[src/rtl/mips_multicycle_ctrl_if.sv]
// Control bundle between the multicycle controller and the MIPS datapath/memory.
// master = controller side, slave = datapath side.
interface mips_multicycle_ctrl_if;
  logic [5:0] opcode;
  logic       mem_ready;
  logic       PCWrite;
  logic       PCWriteCond;
  logic       branch_ne;
  logic       IorD;
  logic       MemRead;
  logic       MemWrite;
  logic       IRWrite;
  logic       MemtoReg;
  logic       RegDst;
  logic       RegWrite;
  logic       ALUSrcA;
  logic [1:0] ALUSrcB;
  logic [2:0] ALUOp;
  logic [1:0] PCSource;
  logic       instr_done;
  logic       illegal_op;
  logic       bus_error;
  logic [3:0] state;

  modport master (
    input  opcode, mem_ready,
    output PCWrite, PCWriteCond, branch_ne, IorD, MemRead, MemWrite, IRWrite,
           MemtoReg, RegDst, RegWrite, ALUSrcA, ALUSrcB, ALUOp, PCSource,
           instr_done, illegal_op, bus_error, state
  );

  modport slave (
    output opcode, mem_ready,
    input  PCWrite, PCWriteCond, branch_ne, IorD, MemRead, MemWrite, IRWrite,
           MemtoReg, RegDst, RegWrite, ALUSrcA, ALUSrcB, ALUOp, PCSource,
           instr_done, illegal_op, bus_error, state
  );
endinterface

[src/rtl/mips_multicycle_ctrl.sv]
// Multicycle MIPS control FSM: sequences shared memory, ALU and regfile per instruction,
// with a memory-ready wait counter and timeout watchdog.
module mips_multicycle_ctrl #(
  parameter logic [2:0]  ALUOP_ADD   = 3'b000,
  parameter logic [2:0]  ALUOP_SUB   = 3'b001,
  parameter logic [2:0]  ALUOP_RTYPE = 3'b010,
  parameter int unsigned MEM_TIMEOUT = 16
) (
  input logic                   clock,
  input logic                   reset,
  mips_multicycle_ctrl_if.master bus
);
  localparam logic [3:0] FETCH  = 4'd0;
  localparam logic [3:0] DECODE = 4'd1;
  localparam logic [3:0] MEMADR = 4'd2;
  localparam logic [3:0] MEMRD  = 4'd3;
  localparam logic [3:0] MEMWB  = 4'd4;
  localparam logic [3:0] MEMWR  = 4'd5;
  localparam logic [3:0] EXEC   = 4'd6;
  localparam logic [3:0] ALUWB  = 4'd7;
  localparam logic [3:0] BRANCH = 4'd8;
  localparam logic [3:0] JUMP   = 4'd9;
  localparam logic [3:0] IEXEC  = 4'd10;
  localparam logic [3:0] IWB    = 4'd11;
  localparam logic [3:0] TRAP   = 4'd12;

  localparam logic [5:0] OP_RTYPE = 6'b000000;
  localparam logic [5:0] OP_LW    = 6'b100011;
  localparam logic [5:0] OP_SW    = 6'b101011;
  localparam logic [5:0] OP_BEQ   = 6'b000100;
  localparam logic [5:0] OP_BNE   = 6'b000101;
  localparam logic [5:0] OP_J     = 6'b000010;
  localparam logic [5:0] OP_ADDI  = 6'b001000;

  localparam int unsigned  CW   = (MEM_TIMEOUT > 2) ? $clog2(MEM_TIMEOUT) : 1;
  localparam logic [CW-1:0] LAST = CW'(MEM_TIMEOUT - 1);

  logic [3:0]    state, next_state;
  logic [CW-1:0] cnt;
  logic          waiting, timeout;

  always_comb begin
    waiting = (state == FETCH) || (state == MEMRD) || (state == MEMWR);
    timeout = waiting && !bus.mem_ready && (cnt == LAST);
  end

  always_comb begin
    next_state      = FETCH;
    bus.PCWrite     = 1'b0;
    bus.PCWriteCond = 1'b0;
    bus.branch_ne   = 1'b0;
    bus.IorD        = 1'b0;
    bus.MemRead     = 1'b0;
    bus.MemWrite    = 1'b0;
    bus.IRWrite     = 1'b0;
    bus.MemtoReg    = 1'b0;
    bus.RegDst      = 1'b0;
    bus.RegWrite    = 1'b0;
    bus.ALUSrcA     = 1'b0;
    bus.ALUSrcB     = 2'b00;
    bus.ALUOp       = ALUOP_ADD;
    bus.PCSource    = 2'b00;
    bus.instr_done  = 1'b0;
    bus.illegal_op  = 1'b0;
    bus.bus_error   = 1'b0;
    case (state)
      FETCH: begin
        bus.MemRead = 1'b1;
        bus.ALUSrcB = 2'b01;
        if (bus.mem_ready) begin
          bus.IRWrite = 1'b1;
          bus.PCWrite = 1'b1;
          next_state  = DECODE;
        end else begin
          bus.bus_error = timeout;
          next_state    = FETCH;
        end
      end
      DECODE: begin
        bus.ALUSrcB = 2'b11;
        case (bus.opcode)
          OP_RTYPE:      next_state = EXEC;
          OP_LW, OP_SW:  next_state = MEMADR;
          OP_BEQ, OP_BNE: next_state = BRANCH;
          OP_J:          next_state = JUMP;
          OP_ADDI:       next_state = IEXEC;
          default:       next_state = TRAP;
        endcase
      end
      MEMADR: begin
        bus.ALUSrcA = 1'b1;
        bus.ALUSrcB = 2'b10;
        next_state  = (bus.opcode == OP_SW) ? MEMWR : MEMRD;
      end
      MEMRD: begin
        bus.IorD    = 1'b1;
        bus.MemRead = 1'b1;
        if (bus.mem_ready)    next_state = MEMWB;
        else if (timeout)     begin bus.bus_error = 1'b1; next_state = FETCH; end
        else                  next_state = MEMRD;
      end
      MEMWB: begin
        bus.MemtoReg   = 1'b1;
        bus.RegWrite   = 1'b1;
        bus.instr_done = 1'b1;
      end
      MEMWR: begin
        bus.IorD     = 1'b1;
        bus.MemWrite = 1'b1;
        if (bus.mem_ready)    bus.instr_done = 1'b1;
        else if (timeout)     bus.bus_error = 1'b1;
        else                  next_state = MEMWR;
      end
      EXEC: begin
        bus.ALUSrcA = 1'b1;
        bus.ALUOp   = ALUOP_RTYPE;
        next_state  = ALUWB;
      end
      ALUWB: begin
        bus.RegDst     = 1'b1;
        bus.RegWrite   = 1'b1;
        bus.instr_done = 1'b1;
      end
      BRANCH: begin
        bus.ALUSrcA     = 1'b1;
        bus.ALUOp       = ALUOP_SUB;
        bus.PCSource    = 2'b01;
        bus.PCWriteCond = 1'b1;
        bus.branch_ne   = (bus.opcode == OP_BNE);
        bus.instr_done  = 1'b1;
      end
      JUMP: begin
        bus.PCSource   = 2'b10;
        bus.PCWrite    = 1'b1;
        bus.instr_done = 1'b1;
      end
      IEXEC: begin
        bus.ALUSrcA = 1'b1;
        bus.ALUSrcB = 2'b10;
        next_state  = IWB;
      end
      IWB: begin
        bus.RegWrite   = 1'b1;
        bus.instr_done = 1'b1;
      end
      TRAP:    bus.illegal_op = 1'b1;
      default: next_state = FETCH;
    endcase
    // Reset overrides every decoded output so an aborted instruction cannot write.
    if (!reset) begin
      bus.PCWrite     = 1'b0;
      bus.PCWriteCond = 1'b0;
      bus.branch_ne   = 1'b0;
      bus.IorD        = 1'b0;
      bus.MemRead     = 1'b0;
      bus.MemWrite    = 1'b0;
      bus.IRWrite     = 1'b0;
      bus.MemtoReg    = 1'b0;
      bus.RegDst      = 1'b0;
      bus.RegWrite    = 1'b0;
      bus.ALUSrcA     = 1'b0;
      bus.ALUSrcB     = 2'b00;
      bus.ALUOp       = 3'b000;
      bus.PCSource    = 2'b00;
      bus.instr_done  = 1'b0;
      bus.illegal_op  = 1'b0;
      bus.bus_error   = 1'b0;
    end
  end

  assign bus.state = state;

  always_ff @(posedge clock) begin
    if (!reset) begin
      state <= FETCH;
      cnt   <= '0;
    end else begin
      state <= next_state;
      cnt   <= (waiting && !bus.mem_ready && !timeout) ? cnt + CW'(1) : '0;
    end
  end
endmodule

[src/flat_wrapper.sv]
// flat-port wrapper written by rule: the top's interface ports become plain ports
module mips_multicycle_ctrl_flat 
#(
  parameter logic [2:0]  ALUOP_ADD   = 3'b000,
  parameter logic [2:0]  ALUOP_SUB   = 3'b001,
  parameter logic [2:0]  ALUOP_RTYPE = 3'b010,
  parameter int unsigned MEM_TIMEOUT = 16
)
  (clock, reset, bus_opcode, bus_mem_ready, bus_PCWrite, bus_PCWriteCond, bus_branch_ne, bus_IorD, bus_MemRead, bus_MemWrite, bus_IRWrite, bus_MemtoReg, bus_RegDst, bus_RegWrite, bus_ALUSrcA, bus_ALUSrcB, bus_ALUOp, bus_PCSource, bus_instr_done, bus_illegal_op, bus_bus_error, bus_state);
  mips_multicycle_ctrl_if bus_i ();
  input logic clock;
  input logic reset;
  input wire logic [$bits(bus_i.opcode)-1:0] bus_opcode;
  input wire logic [$bits(bus_i.mem_ready)-1:0] bus_mem_ready;
  output wire logic [$bits(bus_i.PCWrite)-1:0] bus_PCWrite;
  output wire logic [$bits(bus_i.PCWriteCond)-1:0] bus_PCWriteCond;
  output wire logic [$bits(bus_i.branch_ne)-1:0] bus_branch_ne;
  output wire logic [$bits(bus_i.IorD)-1:0] bus_IorD;
  output wire logic [$bits(bus_i.MemRead)-1:0] bus_MemRead;
  output wire logic [$bits(bus_i.MemWrite)-1:0] bus_MemWrite;
  output wire logic [$bits(bus_i.IRWrite)-1:0] bus_IRWrite;
  output wire logic [$bits(bus_i.MemtoReg)-1:0] bus_MemtoReg;
  output wire logic [$bits(bus_i.RegDst)-1:0] bus_RegDst;
  output wire logic [$bits(bus_i.RegWrite)-1:0] bus_RegWrite;
  output wire logic [$bits(bus_i.ALUSrcA)-1:0] bus_ALUSrcA;
  output wire logic [$bits(bus_i.ALUSrcB)-1:0] bus_ALUSrcB;
  output wire logic [$bits(bus_i.ALUOp)-1:0] bus_ALUOp;
  output wire logic [$bits(bus_i.PCSource)-1:0] bus_PCSource;
  output wire logic [$bits(bus_i.instr_done)-1:0] bus_instr_done;
  output wire logic [$bits(bus_i.illegal_op)-1:0] bus_illegal_op;
  output wire logic [$bits(bus_i.bus_error)-1:0] bus_bus_error;
  output wire logic [$bits(bus_i.state)-1:0] bus_state;
  assign bus_i.opcode = bus_opcode;
  assign bus_i.mem_ready = bus_mem_ready;
  assign bus_PCWrite = bus_i.PCWrite;
  assign bus_PCWriteCond = bus_i.PCWriteCond;
  assign bus_branch_ne = bus_i.branch_ne;
  assign bus_IorD = bus_i.IorD;
  assign bus_MemRead = bus_i.MemRead;
  assign bus_MemWrite = bus_i.MemWrite;
  assign bus_IRWrite = bus_i.IRWrite;
  assign bus_MemtoReg = bus_i.MemtoReg;
  assign bus_RegDst = bus_i.RegDst;
  assign bus_RegWrite = bus_i.RegWrite;
  assign bus_ALUSrcA = bus_i.ALUSrcA;
  assign bus_ALUSrcB = bus_i.ALUSrcB;
  assign bus_ALUOp = bus_i.ALUOp;
  assign bus_PCSource = bus_i.PCSource;
  assign bus_instr_done = bus_i.instr_done;
  assign bus_illegal_op = bus_i.illegal_op;
  assign bus_bus_error = bus_i.bus_error;
  assign bus_state = bus_i.state;
  mips_multicycle_ctrl #(.ALUOP_ADD(ALUOP_ADD), .ALUOP_SUB(ALUOP_SUB), .ALUOP_RTYPE(ALUOP_RTYPE), .MEM_TIMEOUT(MEM_TIMEOUT)) u_core (.clock(clock), .reset(reset), .bus(bus_i));
endmodule
[config.mk]
export PLATFORM = sky130hd
export DESIGN_NAME = mips_multicycle_ctrl_flat
export DESIGN_NICKNAME = d
export VERILOG_FILES = /design/src/rtl/mips_multicycle_ctrl_if.sv /design/src/rtl/mips_multicycle_ctrl.sv /design/src/flat_wrapper.sv
export SDC_FILE = /design/constraint.sdc
export NUM_CORES = 1
export LEC_CHECK = 0
export BUFFER_PORTS_ARGS = -buffer_cell sky130_fd_sc_hd__clkbuf_2
export CORE_ASPECT_RATIO = 0.9
export CORE_MARGIN = 2
export CORE_UTILIZATION = 40
export CTS_BUF_LIST = sky130_fd_sc_hd__clkbuf_4 sky130_fd_sc_hd__clkbuf_8 sky130_fd_sc_hd__clkbuf_16
export CTS_CLUSTER_SIZE = 24
export DETAILED_ROUTE_END_ITERATION = 12
export GPL_TIMING_DRIVEN = 1
export PLACE_DENSITY = 0.69
export SYNTH_ARGS = -nofsm -noshare
export SYNTH_HDL_FRONTEND = slang
export SYNTH_SLANG_ARGS = --single-unit
[constraint.sdc]
create_clock -name clock -period 1.9 [get_ports clock]
set_input_delay 0.095 -clock clock [delete_from_list [all_inputs] [get_ports clock]]
set_output_delay 0.095 -clock clock [all_outputs]
set_load 0.01 [all_outputs]
==> flow_summary.ini <==
[final_layout]
fillers = 176
final_util = 0.555
nets = 151
regArea_um2 = 163
finalInstanceArea_um2 = 953
layout-drive-gt1-share = 0.324
diodes = 0
syn_to_final_growth_pct = 26.2
multi_input_area_um2 = 548

[run_status]
status = finished, final reports clean

[min_path]
min_path_cells = 3
holdPathEnd = u_core.bus.state[3]
min_path_type = in2reg
hold_start = reset

[synth]
ys_types = 42
synth_area_leaders = dfxtp_1, nor2_1, and3_1, xnor2_1, nand2b_1
synth_nets = 118
synth_edf_count = 0
synth_top_area_share = 0.212
avgSynthCellArea_um2 = 7.00
netlist_instances = 108
synth_async_sr_flop_share = 0
synth_top_area_cell = dfxtp_1
syn_area_um2 = 756
yosys_warnings = 0
synth_ff_type = dfxtp_1
synth_seq_cells = 8
ys_seq_area_frac = 0.212

[worst_setup_path]
crit_required_ns = 1.80
crit_type = reg2out
worst_r2r_path_depth = 5
start_kind = flip-flop
r2r_start = u_core.cnt[0]
regToRegEndpoint = u_core.bus.state[0]
critPathCaptureType = primary output
crit_fanout = 15
reg2reg_slack_ns = 0.32
worstPathArrival_ns = 1.66

[clocking]
clkSinkCount = 8
insertion_delay_ns = 0.26
cts_tree = done
cts_root_buf = clkbuf_4
hold_buffers = 0
htree_levels = 1
clk_pin_slew_ns = 0.05
cts-buffers-inserted = 3
cts_max_path_buffers = 2

[timing]
period_share = 0.924
timing.final.max_slew_violations = 0
clock_skew_ns = 0.00999
fin_crit_ns = 1.75
fin_tns_setup_ns = 0
setup_viol = 0
timing.hold.ws_ns = 0.210
hold_viol = 0
rsz0062_at_grt = no
max_freq_mhz = 570

[routing]
wl_per_cell_um = 12.7
met1_length_um = 991
drc = 0
detail-route-antenna-nets = 0
vias = 888
routed_wl_mm = 2.08
dr.pass1.iters = 4
vias_per_cell = 5.45
first_iter_violations = 38
top_layer_used = met4
met3RoutedLength_um = 159
dr_wl_met2_um = 896

[grt]
grt_pass1_vias = 765
grt_pass1_wl_mm = 3.44
antenna_found_initial = 0
overflow = 0
gr-usage-all-layers = 0.204
grt_max_degree = 16

[die]
die-area_mm2 = 0.00225
die_y_um = 45.2
ios = 34
die-width_um = 49.8
rows = 14
core_area_mm2 = 0.00172
start_util = 0.440

[placement]
portBuffers = 32
dp_hpwl_mm = 1.64
place_area_um2 = 928
place_congestion = 0.859

[power_and_ir_drop]
total_power_mw = 0.555
power_density_mw_per_mm2 = 583
vdd_drop_max_uv = 401
total_leakage_power_nw = 0.459

[flow_run]
drv_cap = 0
[worst max-delay path, cell delays in order (launching register included)]
cell	delay, ns
dfxtp_2	0.45
xnor2_1	0.20
mux2i_1	0.13
or3_1	0.38
nor2_1	0.11
clkbuf_2	0.13
[placed cells by master, fill, tap and decap left out, types with 2 or more instances in the layout]
cell type and n:
clkbuf_2 32, nor2_1 21, and3_1 7, nand2_1 6, dfxtp_1 6, nand3_1 5, o21ai_0 5, nor2b_1 4
nand2b_1 4, xnor2_1 3, a31oi_1 3, clkbuf_4 3, buf_4 3, and2_1 2, nor4_1 2, nor3_1 2
nor4b_1 2, and4b_1 2, a21oi_1 2, dfxtp_2 2
[cells in the mapped netlist, types with 2 or more instances]
cell	n
a31oi_1	3
nand3_1	5
buf_2	2
clkbuf_1	2
xnor2_1	3
nand2b_1	4
and2_1	2
a21oi_1	2
o21ai_0	5
dfxtp_1	8
nor4_1	2
nand2_1	6
nor4b_1	2
nor2_1	21
nor2b_1	4
and3_1	7
and4b_1	2
buf_4	3
nor3_1	2
[power by group]
part / switching (mW) / leakage (nW) / total [mW] / internal (mW)
clock: 0.0637 / 0.0138 / 0.136 / 0.0727
combinational: 0.124 / 0.379 / 0.217 / 0.0923
sequential: 0.0216 / 0.0659 / 0.202 / 0.181
total: 0.210 / 0.459 / 0.555 / 0.346
[sequential cells by signal (all words and copies together) (netlist names)]
| signal | count |
|---|---|
| u_core.cnt | 4 |
| u_core.bus.state | 4 |
[worst max path at each step]
stage	slack, ns	start	to	depth (start not counted)
2_1_floorplan	0.43	u_core.bus.state[0]	u_core.cnt[3]	5
3_3_place_gp	0.33	u_core.bus.state[0]	u_core.cnt[3]	4
3_5_place_dp	0.27	u_core.bus.state[0]	u_core.cnt[3]	4
4_1_cts	0.005	u_core.bus.state[0]	bus_bus_error	5
5_1_grt	0.003	u_core.bus.state[0]	bus_bus_error	5
6_report	0.15	u_core.bus.state[0]	bus_bus_error	5
[area by class of cell]
type	instances	area share
Sequential cell	8	0.171
Clock buffer	3	0.0236
Tap cell	24	0.0315
Multi-Input combinational cell	91	0.575
Timing Repair Buffer	35	0.192
Inverter	2	0.00787
[metal layers]
metal / vias to the layer above / GRT usage
li1: 449 / -
met1: 392 / 0.268
met2: 42 / 0.312
met3: 5 / 0.0563
met4: 0 / 0.100
met5: - / 0
[metrics by stage]
stage          worst slack (ns)  instances
3_3_place_gp              0.332        160
3_5_place_dp              0.273        160
6_report                  0.145        163
5_1_grt                 0.00346        163
4_1_cts                 0.00483        163
2_1_floorplan             0.435        108
[what timing repair did]
item,4_1_cts,5_1_grt
endpoints found under the hold margin,0,0
setup endpoints to repair,0,2
setup buffers,0,0
resized for setup,0,2
[kinds of logic (layout without fill, tap and decap cells)]
logic type / Yosys count / count (layout) / share of synthesized area
xor+xnor: 4 / 4 / 0.0464
simple gates: 63 / 63 / 0.450
fa+ha+maj: 1 / 1 / 0.0166
buf+inv: 9 / 40 / 0.0629
other cells: 1 / 1 / 0.00496
compound gates: 21 / 21 / 0.194
mux: 1 / 1 / 0.0132
flops: 8 / 8 / 0.212
No activity file was read; power rests on OpenSTA's default activity.
